### src/rtl/hazard_pkg.sv
// Shared types and control-vector constants for the pipeline hazard controller.
// Optional feature macro: HAZARD_ZERO_REG_EN (register 0 hard-wired to zero).
package hazard_pkg;

  // Execute-stage operand mux select.
  typedef enum logic [1:0] {
    FWD_RF  = 2'b00,
    FWD_WB  = 2'b01,
    FWD_MEM = 2'b10
  } fwd_sel_t;

  // Hazard sequencer states.
  typedef enum logic {
    RUN,
    MEMWAIT
  } hz_state_t;

  // Per-stage stall/flush enables, bundled so each hazard case is one constant.
  typedef struct packed {
    logic stall_f;
    logic stall_d;
    logic stall_e;
    logic stall_m;
    logic flush_d;
    logic flush_e;
    logic flush_w;
  } hz_ctl_t;

  // Nothing held, nothing squashed.
  localparam hz_ctl_t CtlNone    = 7'b0000000;
  // Freeze F..M while memory is busy; W gets a bubble so the stalled M result is not retired twice.
  localparam hz_ctl_t CtlMemWait = 7'b1111001;
  // Taken branch: squash the two younger instructions in D and E.
  localparam hz_ctl_t CtlBranch  = 7'b0000110;
  // Load-use: hold F/D one cycle and insert a bubble into E.
  localparam hz_ctl_t CtlLoadUse = 7'b1100010;

endpackage

### src/rtl/hazard_fwd_sel.sv
// Forwarding select for one execute-stage operand: the Memory-stage result beats the
// Writeback-stage result, otherwise the register file value is used.
// Optional feature macro: HAZARD_ZERO_REG_EN (address 0 never forwards).
module hazard_fwd_sel
  import hazard_pkg::*;
#(
  parameter int unsigned REG_AW = 4
) (
  input  logic [REG_AW-1:0] src_i,
  input  logic [REG_AW-1:0] wa_m_i,
  input  logic              reg_write_m_i,
  input  logic [REG_AW-1:0] wa_w_i,
  input  logic              reg_write_w_i,
  output fwd_sel_t          sel_o
);

  logic hit_m;
  logic hit_w;

  // Compare source against both in-flight destinations and pick the youngest producer.
  always_comb begin
    hit_m = reg_write_m_i && (wa_m_i == src_i);
    hit_w = reg_write_w_i && (wa_w_i == src_i);
`ifdef HAZARD_ZERO_REG_EN
    if (src_i == '0) begin
      hit_m = 1'b0;
      hit_w = 1'b0;
    end
`endif
    if (hit_m) begin
      sel_o = FWD_MEM;
    end else if (hit_w) begin
      sel_o = FWD_WB;
    end else begin
      sel_o = FWD_RF;
    end
  end

endmodule

### src/rtl/hazard_ctrl.sv
// Pipeline hazard controller for the 5-stage core: operand forwarding selects, load-use
// bubbles, taken-branch squashes, multi-cycle data-memory waits with timeout, and a
// saturating count of fetch-stall cycles.
// Optional feature macro: HAZARD_ZERO_REG_EN (register 0 hard-wired to zero).
module hazard_ctrl
  import hazard_pkg::*;
#(
  parameter int unsigned REG_AW   = 4,
  parameter int unsigned MAX_WAIT = 16,
  parameter int unsigned CNT_W    = 32
) (
  input  logic              clk,
  input  logic              reset,
  input  logic [REG_AW-1:0] Ra1D,
  input  logic [REG_AW-1:0] Ra2D,
  input  logic [REG_AW-1:0] Ra1E,
  input  logic [REG_AW-1:0] Ra2E,
  input  logic [REG_AW-1:0] WA3E,
  input  logic [REG_AW-1:0] WA3M,
  input  logic [REG_AW-1:0] WA3W,
  input  logic              RegWriteE,
  input  logic              RegWriteM,
  input  logic              RegWriteW,
  input  logic              MemtoRegE,
  input  logic              BranchTakenE,
  input  logic              MemReqM,
  input  logic              MemReadyM,
  output logic [1:0]        ForwardAE,
  output logic [1:0]        ForwardBE,
  output logic              StallF,
  output logic              StallD,
  output logic              StallE,
  output logic              StallM,
  output logic              FlushD,
  output logic              FlushE,
  output logic              FlushW,
  output logic              MemErr,
  output logic [CNT_W-1:0]  StallCycles
);

  localparam int unsigned      WaitW    = $clog2(MAX_WAIT);
  // Last wait-counter value before the access is abandoned.
  localparam logic [WaitW-1:0] WaitLast = WaitW'(MAX_WAIT - 1);

  hz_state_t         state_q, state_d;
  logic [WaitW-1:0]  wait_cnt_q, wait_cnt_d;
  logic              mem_err_q, mem_err_d;
  logic [CNT_W-1:0]  stall_cnt_q, stall_cnt_d;
  hz_ctl_t           ctl;
  hz_ctl_t           ctl_out;
  fwd_sel_t          fwd_a;
  fwd_sel_t          fwd_b;
  logic              hit_1d;
  logic              hit_2d;
  logic              ldhaz;

  hazard_fwd_sel #(
    .REG_AW(REG_AW)
  ) u_fwd_a (
    .src_i        (Ra1E),
    .wa_m_i       (WA3M),
    .reg_write_m_i(RegWriteM),
    .wa_w_i       (WA3W),
    .reg_write_w_i(RegWriteW),
    .sel_o        (fwd_a)
  );

  hazard_fwd_sel #(
    .REG_AW(REG_AW)
  ) u_fwd_b (
    .src_i        (Ra2E),
    .wa_m_i       (WA3M),
    .reg_write_m_i(RegWriteM),
    .wa_w_i       (WA3W),
    .reg_write_w_i(RegWriteW),
    .sel_o        (fwd_b)
  );

  // Load-use detect: a load in E whose destination feeds either source of the D instruction.
  always_comb begin
    hit_1d = (WA3E == Ra1D);
    hit_2d = (WA3E == Ra2D);
`ifdef HAZARD_ZERO_REG_EN
    if (WA3E == '0) begin
      hit_1d = 1'b0;
      hit_2d = 1'b0;
    end
`endif
    ldhaz = MemtoRegE && RegWriteE && (hit_1d || hit_2d);
  end

  // Hazard sequencer: next state, wait counter and Mealy stall/flush vector.
  always_comb begin
    state_d    = state_q;
    wait_cnt_d = wait_cnt_q;
    mem_err_d  = 1'b0;
    ctl        = CtlNone;
    case (state_q)
      RUN: begin
        // Memory wait outranks branch and load-use.
        if (MemReqM && !MemReadyM) begin
          ctl        = CtlMemWait;
          state_d    = MEMWAIT;
          wait_cnt_d = WaitW'(1);
        end else if (BranchTakenE) begin
          ctl = CtlBranch;
        end else if (ldhaz) begin
          ctl = CtlLoadUse;
        end
      end
      MEMWAIT: begin
        if (MemReadyM) begin
          state_d    = RUN;
          wait_cnt_d = '0;
        end else if (wait_cnt_q == WaitLast) begin
          // Give up: release the pipeline and flag the error next cycle.
          state_d    = RUN;
          wait_cnt_d = '0;
          mem_err_d  = 1'b1;
        end else begin
          ctl        = CtlMemWait;
          wait_cnt_d = wait_cnt_q + 1'b1;
        end
      end
      default: begin
        state_d    = RUN;
        wait_cnt_d = '0;
      end
    endcase
  end

  // Outputs are forced quiet while reset is asserted; stall counter saturates.
  always_comb begin
    ctl_out     = reset ? CtlNone : ctl;
    stall_cnt_d = stall_cnt_q;
    if (ctl_out.stall_f && !(&stall_cnt_q)) begin
      stall_cnt_d = stall_cnt_q + 1'b1;
    end
  end

  // State, wait counter, timeout flag and stall counter registers.
  always_ff @(posedge clk or posedge reset) begin
    if (reset) begin
      state_q     <= RUN;
      wait_cnt_q  <= '0;
      mem_err_q   <= 1'b0;
      stall_cnt_q <= '0;
    end else begin
      state_q     <= state_d;
      wait_cnt_q  <= wait_cnt_d;
      mem_err_q   <= mem_err_d;
      stall_cnt_q <= stall_cnt_d;
    end
  end

  assign ForwardAE   = reset ? FWD_RF : fwd_a;
  assign ForwardBE   = reset ? FWD_RF : fwd_b;
  assign StallF      = ctl_out.stall_f;
  assign StallD      = ctl_out.stall_d;
  assign StallE      = ctl_out.stall_e;
  assign StallM      = ctl_out.stall_m;
  assign FlushD      = ctl_out.flush_d;
  assign FlushE      = ctl_out.flush_e;
  assign FlushW      = ctl_out.flush_w;
  assign MemErr      = mem_err_q;
  assign StallCycles = stall_cnt_q;

endmodule
### config.mk
export PLATFORM = sky130hd
export DESIGN_NAME = hazard_ctrl
export DESIGN_NICKNAME = d
export VERILOG_FILES = /design/src/rtl/hazard_pkg.sv /design/src/rtl/hazard_fwd_sel.sv /design/src/rtl/hazard_ctrl.sv
export SDC_FILE = /design/constraint.sdc
export NUM_CORES = 1
export LEC_CHECK = 0
export BUFFER_PORTS_ARGS = -buffer_cell sky130_fd_sc_hd__buf_2
export CAP_MARGIN = 20
export CORE_MARGIN = 10
export CORE_UTILIZATION = 53
export DETAILED_ROUTE_END_ITERATION = 8
export PLACE_DENSITY_LB_ADDON = 0.15
export SYNTH_ARGS = -nofsm -noshare
export SYNTH_HDL_FRONTEND = slang
export SYNTH_SLANG_ARGS = --single-unit
### constraint.sdc
create_clock -name clk -period 6.2 [get_ports clk]
set_clock_uncertainty 0.1 [all_clocks]
set_input_delay 0.62 -clock clk [delete_from_list [all_inputs] [get_ports clk]]
set_output_delay 0.62 -clock clk [all_outputs]
set_load 0.01 [all_outputs]
==> results.txt <==
Cells with a size suffix above 1 make up 30.4% of the layout. Prior to clock tree synthesis, the placed netlist has a worst setup slack of 3.38 ns. At the end of routability-driven placement, the weighted congestion stood at 0.817. The clock period could shrink to 3.15 ns.

Total iterations of the first detailed-routing run: 5. Number of buffers inserted during clock tree synthesis: 5. The run gives 0.396 ns as the smallest hold slack. For the worst setup path, the data required time is 5.48 ns.

The logs give 35 for the distinct cell type count of the synthesized netlist and 55.2% for the effective utilization at floorplan. Power density over the cells: 237 nW/um2. The completed layout was analyzed and its total power is 0.000664 W. The final-layout setup total negative slack came out at 0 ns. The post-synthesis to final-layout area growth came out at 25.9%.

The run gives 318 MHz as the maximum clock frequency. In the final layout, flip-flops and latches occupy 951 um2. In this run the static leakage power is 1.35 nW. The layout net count was 350; the area occupied by multi-input gates was 1200 um2. sky130_fd_sc_hd__dfrtp_1 takes more of the synthesized area than any other cell.

During synthesis, Yosys emitted a total of 0 warnings. Yosys attributes the largest share of cell area to sky130_fd_sc_hd__dfrtp_1 43%, sky130_fd_sc_hd__xnor2_1 17%, sky130_fd_sc_hd__xor2_1 5.5%, sky130_fd_sc_hd__nand3_1 5.4%, sky130_fd_sc_hd__nand4_1 5.1%. The number of synthesized register bits is 38, and the number of slew-limit violations in the final report is 0. Across all setup checks in the final design, the least slack found is 3.05 ns. Along the worst path, the maximum fanout reaches 33. The total half-perimeter wirelength after legalization and detailed placement is 4.41 mm.

The run gives 0 as the number of antenna violations at the first check in global routing. Most common cell in the netlist: sky130_fd_sc_hd__xnor2_1. The post-synthesis cell count is 230, and the number of flops mapped to enable cells by yosys is 0. Across every metal layer, demand over resource in global routing totals 15.8%. The logs give 0 for the hold violation total from the final report and 5.72 mm for the total wire length. Synthesis produced a netlist with a net count of 269. STA classifies the critical path endpoint as an output pin.

Max-cap violations in this run came to 0. The repair_antennas step left the layout with diodes totalling 0. Via density per instance: 5.51. The startpoint type of the worst setup path is a flop.

For the worst setup path, the data arrival time is 2.43 ns. The total overflow reported by the global router is 0, and the post-CTS setup-driven buffer insertion count is 0. For the part of the Yosys area used for sequential elements, the log shows 42.8%. For this design, the sink count on the clock tree is 38. The H-tree generated during clock tree synthesis spans 2 levels. For the worst max-slew margin expressed relative to the limit, the log shows 45.4%. The number of global-route vias before repair is 2061. The first global-routing pass estimated 9.69 mm of wire.

The detailed router placed 1993 vias in this run. In this run, post-CTS hold repair placed 0 buffers. Cell area after synthesis: 2220 um2. The mean area per synthesized cell came out at 9.66 um2.

The highest ir drop seen on vdd came out at 0.142 mV. In this run the clock root is driven by a sky130_fd_sc_hd__clkbuf_8. The worst min-delay path category is flop to flop.

The quantity of gates resized following cts is 0. TritonCTS built the clock tree. The transition time at the pin with the least slew margin was 0.813 ns; the share of the synthesized area in the top cell type was 42.8%. Final period utilization: 50.8%. The filler cells instantiated in the layout total 339.

The area of the core was 4030 um2. Pin placement for this block handled 81 I/O pins. The commonest cells after synthesis are 42 x sky130_fd_sc_hd__xnor2_1, 38 x sky130_fd_sc_hd__dfrtp_1, 24 x sky130_fd_sc_hd__nand3_1, 18 x sky130_fd_sc_hd__nand4_1, 16 x sky130_fd_sc_hd__nand2_1. Number of standard cells in the layout, taps in and fillers out: 362. The flow ran to the end, and the final reports show no timing, DRC or antenna violations. In the synthesized netlist the dominant register cell turns out to be sky130_fd_sc_hd__dfrtp_1.

The clock reaches the later pin of the worst-skew pair after 0.29 ns. Entering global routing, the biggest net connects 43 pins. The tools report the post-detailed-route DRC marker count as 0. The maximum root-to-sink buffer count came out at 2. The die height is 84.8 um, and the number of standard-cell rows in the floorplan is 23.

During placement, the flow inserted port buffers numbering 80. In the synthesized netlist the async set-or-reset flop fraction comes to 100%. Type of the worst setup path: flop to output pin.

In this run, placement finished with an instance count of 354. Setup repair after global routing left no endpoint under its margin. The floorplan step defined a die boundary enclosing 7180 um2. Clock-pin slew was measured on the worst setup and hold paths at 0.08 ns. In this run the horizontal extent of the chip is 84.8 um. The detail route stage leaves a number of antenna-violating nets equal to 0. The routed length per placed instance is 15.8 um, and the number of design-rule violations left by the first detailed-router iteration is 92. The setup violation total in the final timing report is 0.
[per-layer routing]
layer  vias up  GRT usage (%)  routed length, um
met5         -              0                  0
met4         0           2.84                 39
met3         6           4.73                323
met2        56           28.3               3020
met1       967           18.1               2330
li1        964              -                  -
[placed cells by master, fill, tap and decap left out]
cell type,synthesis,layout
sky130_fd_sc_hd__buf_2,0,80
sky130_fd_sc_hd__xnor2_1,42,42
sky130_fd_sc_hd__dfrtp_1,38,38
sky130_fd_sc_hd__nand3_1,24,24
sky130_fd_sc_hd__nand4_1,18,18
sky130_fd_sc_hd__nand2_1,16,16
sky130_fd_sc_hd__xor2_1,14,14
sky130_fd_sc_hd__nor3_1,13,13
sky130_fd_sc_hd__nor2_1,9,9
sky130_fd_sc_hd__and3_1,7,7
sky130_fd_sc_hd__inv_1,6,6
sky130_fd_sc_hd__clkbuf_8,0,6
sky130_fd_sc_hd__and2_1,4,4
sky130_fd_sc_hd__nor2b_1,4,4
sky130_fd_sc_hd__a22o_1,3,3
sky130_fd_sc_hd__a21oi_1,2,2
sky130_fd_sc_hd__o21ai_0,2,2
sky130_fd_sc_hd__and4_1,2,2
sky130_fd_sc_hd__a31oi_1,2,2
sky130_fd_sc_hd__nor4_1,2,2
sky130_fd_sc_hd__ha_1,2,2
sky130_fd_sc_hd__bufinv_16,0,2
sky130_fd_sc_hd__a211oi_1,1,1
sky130_fd_sc_hd__a31o_2,1,1
sky130_fd_sc_hd__or4_4,1,1
sky130_fd_sc_hd__nor4b_4,1,1
sky130_fd_sc_hd__inv_4,1,1
sky130_fd_sc_hd__nor2b_2,1,1
sky130_fd_sc_hd__nor4b_1,1,1
sky130_fd_sc_hd__o211a_1,1,1
sky130_fd_sc_hd__nand2b_1,1,1
sky130_fd_sc_hd__or3_1,1,1
sky130_fd_sc_hd__o22ai_1,1,1
sky130_fd_sc_hd__nand2_2,1,1
sky130_fd_sc_hd__mux2_1,1,1
sky130_fd_sc_hd__buf_4,3,1
[report_power, final]
part	switching (W)	total (W)	internal, W	leakage (nW)
clock	0.0000874	0.000259	0.000172	0.0714
sequential	0.0000228	0.000289	0.000266	0.518
combinational	0.0000627	0.000116	0.0000533	0.765
[flip-flops by register name, indices dropped and copies added, names as in the netlist]
register and flops:
state_q 1, MemErr 1, wait_cnt_q 4, StallCycles 32
[critical path, cell delays in order (launching register included)]
cell and delay [ns]:
sky130_fd_sc_hd__dfrtp_1 0.41, sky130_fd_sc_hd__ha_1 0.23, sky130_fd_sc_hd__and3_1 0.19, sky130_fd_sc_hd__a211oi_1 0.28, sky130_fd_sc_hd__and2_1 0.22, sky130_fd_sc_hd__a31o_2 0.55
sky130_fd_sc_hd__buf_2 0.25
[final cells by class]
class / count / share of cell area [%]
Sequential cell: 38 / 34.0
Multi-Input combinational cell: 178 / 43.1
Tap cell: 50 / 2.24
Clock buffer: 6 / 2.95
Timing Repair Buffer: 81 / 14.6
Inverter: 7 / 1.03
Clock inverter: 2 / 2.15
[logic make-up after synthesis]
family	after synthesis	share of synthesized area, %
flops	38	42.8
compound gates	13	4.11
buf+inv	14	2.98
fa+ha+maj	2	1.13
simple gates	106	26.4
xor+xnor	56	22.1
mux	1	0.507
[stage by stage]
step / instance area [um2] / util [%]
global route: 2800 / 69.4
CTS: 2800 / 69.4
floorplan: 2220 / -
detailed placement: 2660 / 65.9
global placement: 2660 / 65.9
finish: 2800 / 69.4
[worst paths after layout]
| path | start | end | slack, ns | depth (start not counted) |
|---|---|---|---|---|
| worst max-delay path | wait_cnt_q[1] | StallF | 3.05 | 6 |
| worst min-delay path | StallCycles[6] | StallCycles[6] | 0.40 | 1 |
| worst max register to register | StallCycles[8] | StallCycles[1] | 3.54 | 6 |
| worst min register to register | StallCycles[6] | StallCycles[6] | 0.40 | 1 |
| max in group asynchronous | reset | StallCycles[25] | 5.25 | 3 |
| min in group asynchronous | reset | state_q | 0.41 | 3 |
No activity file was read; power rests on OpenSTA's default activity.
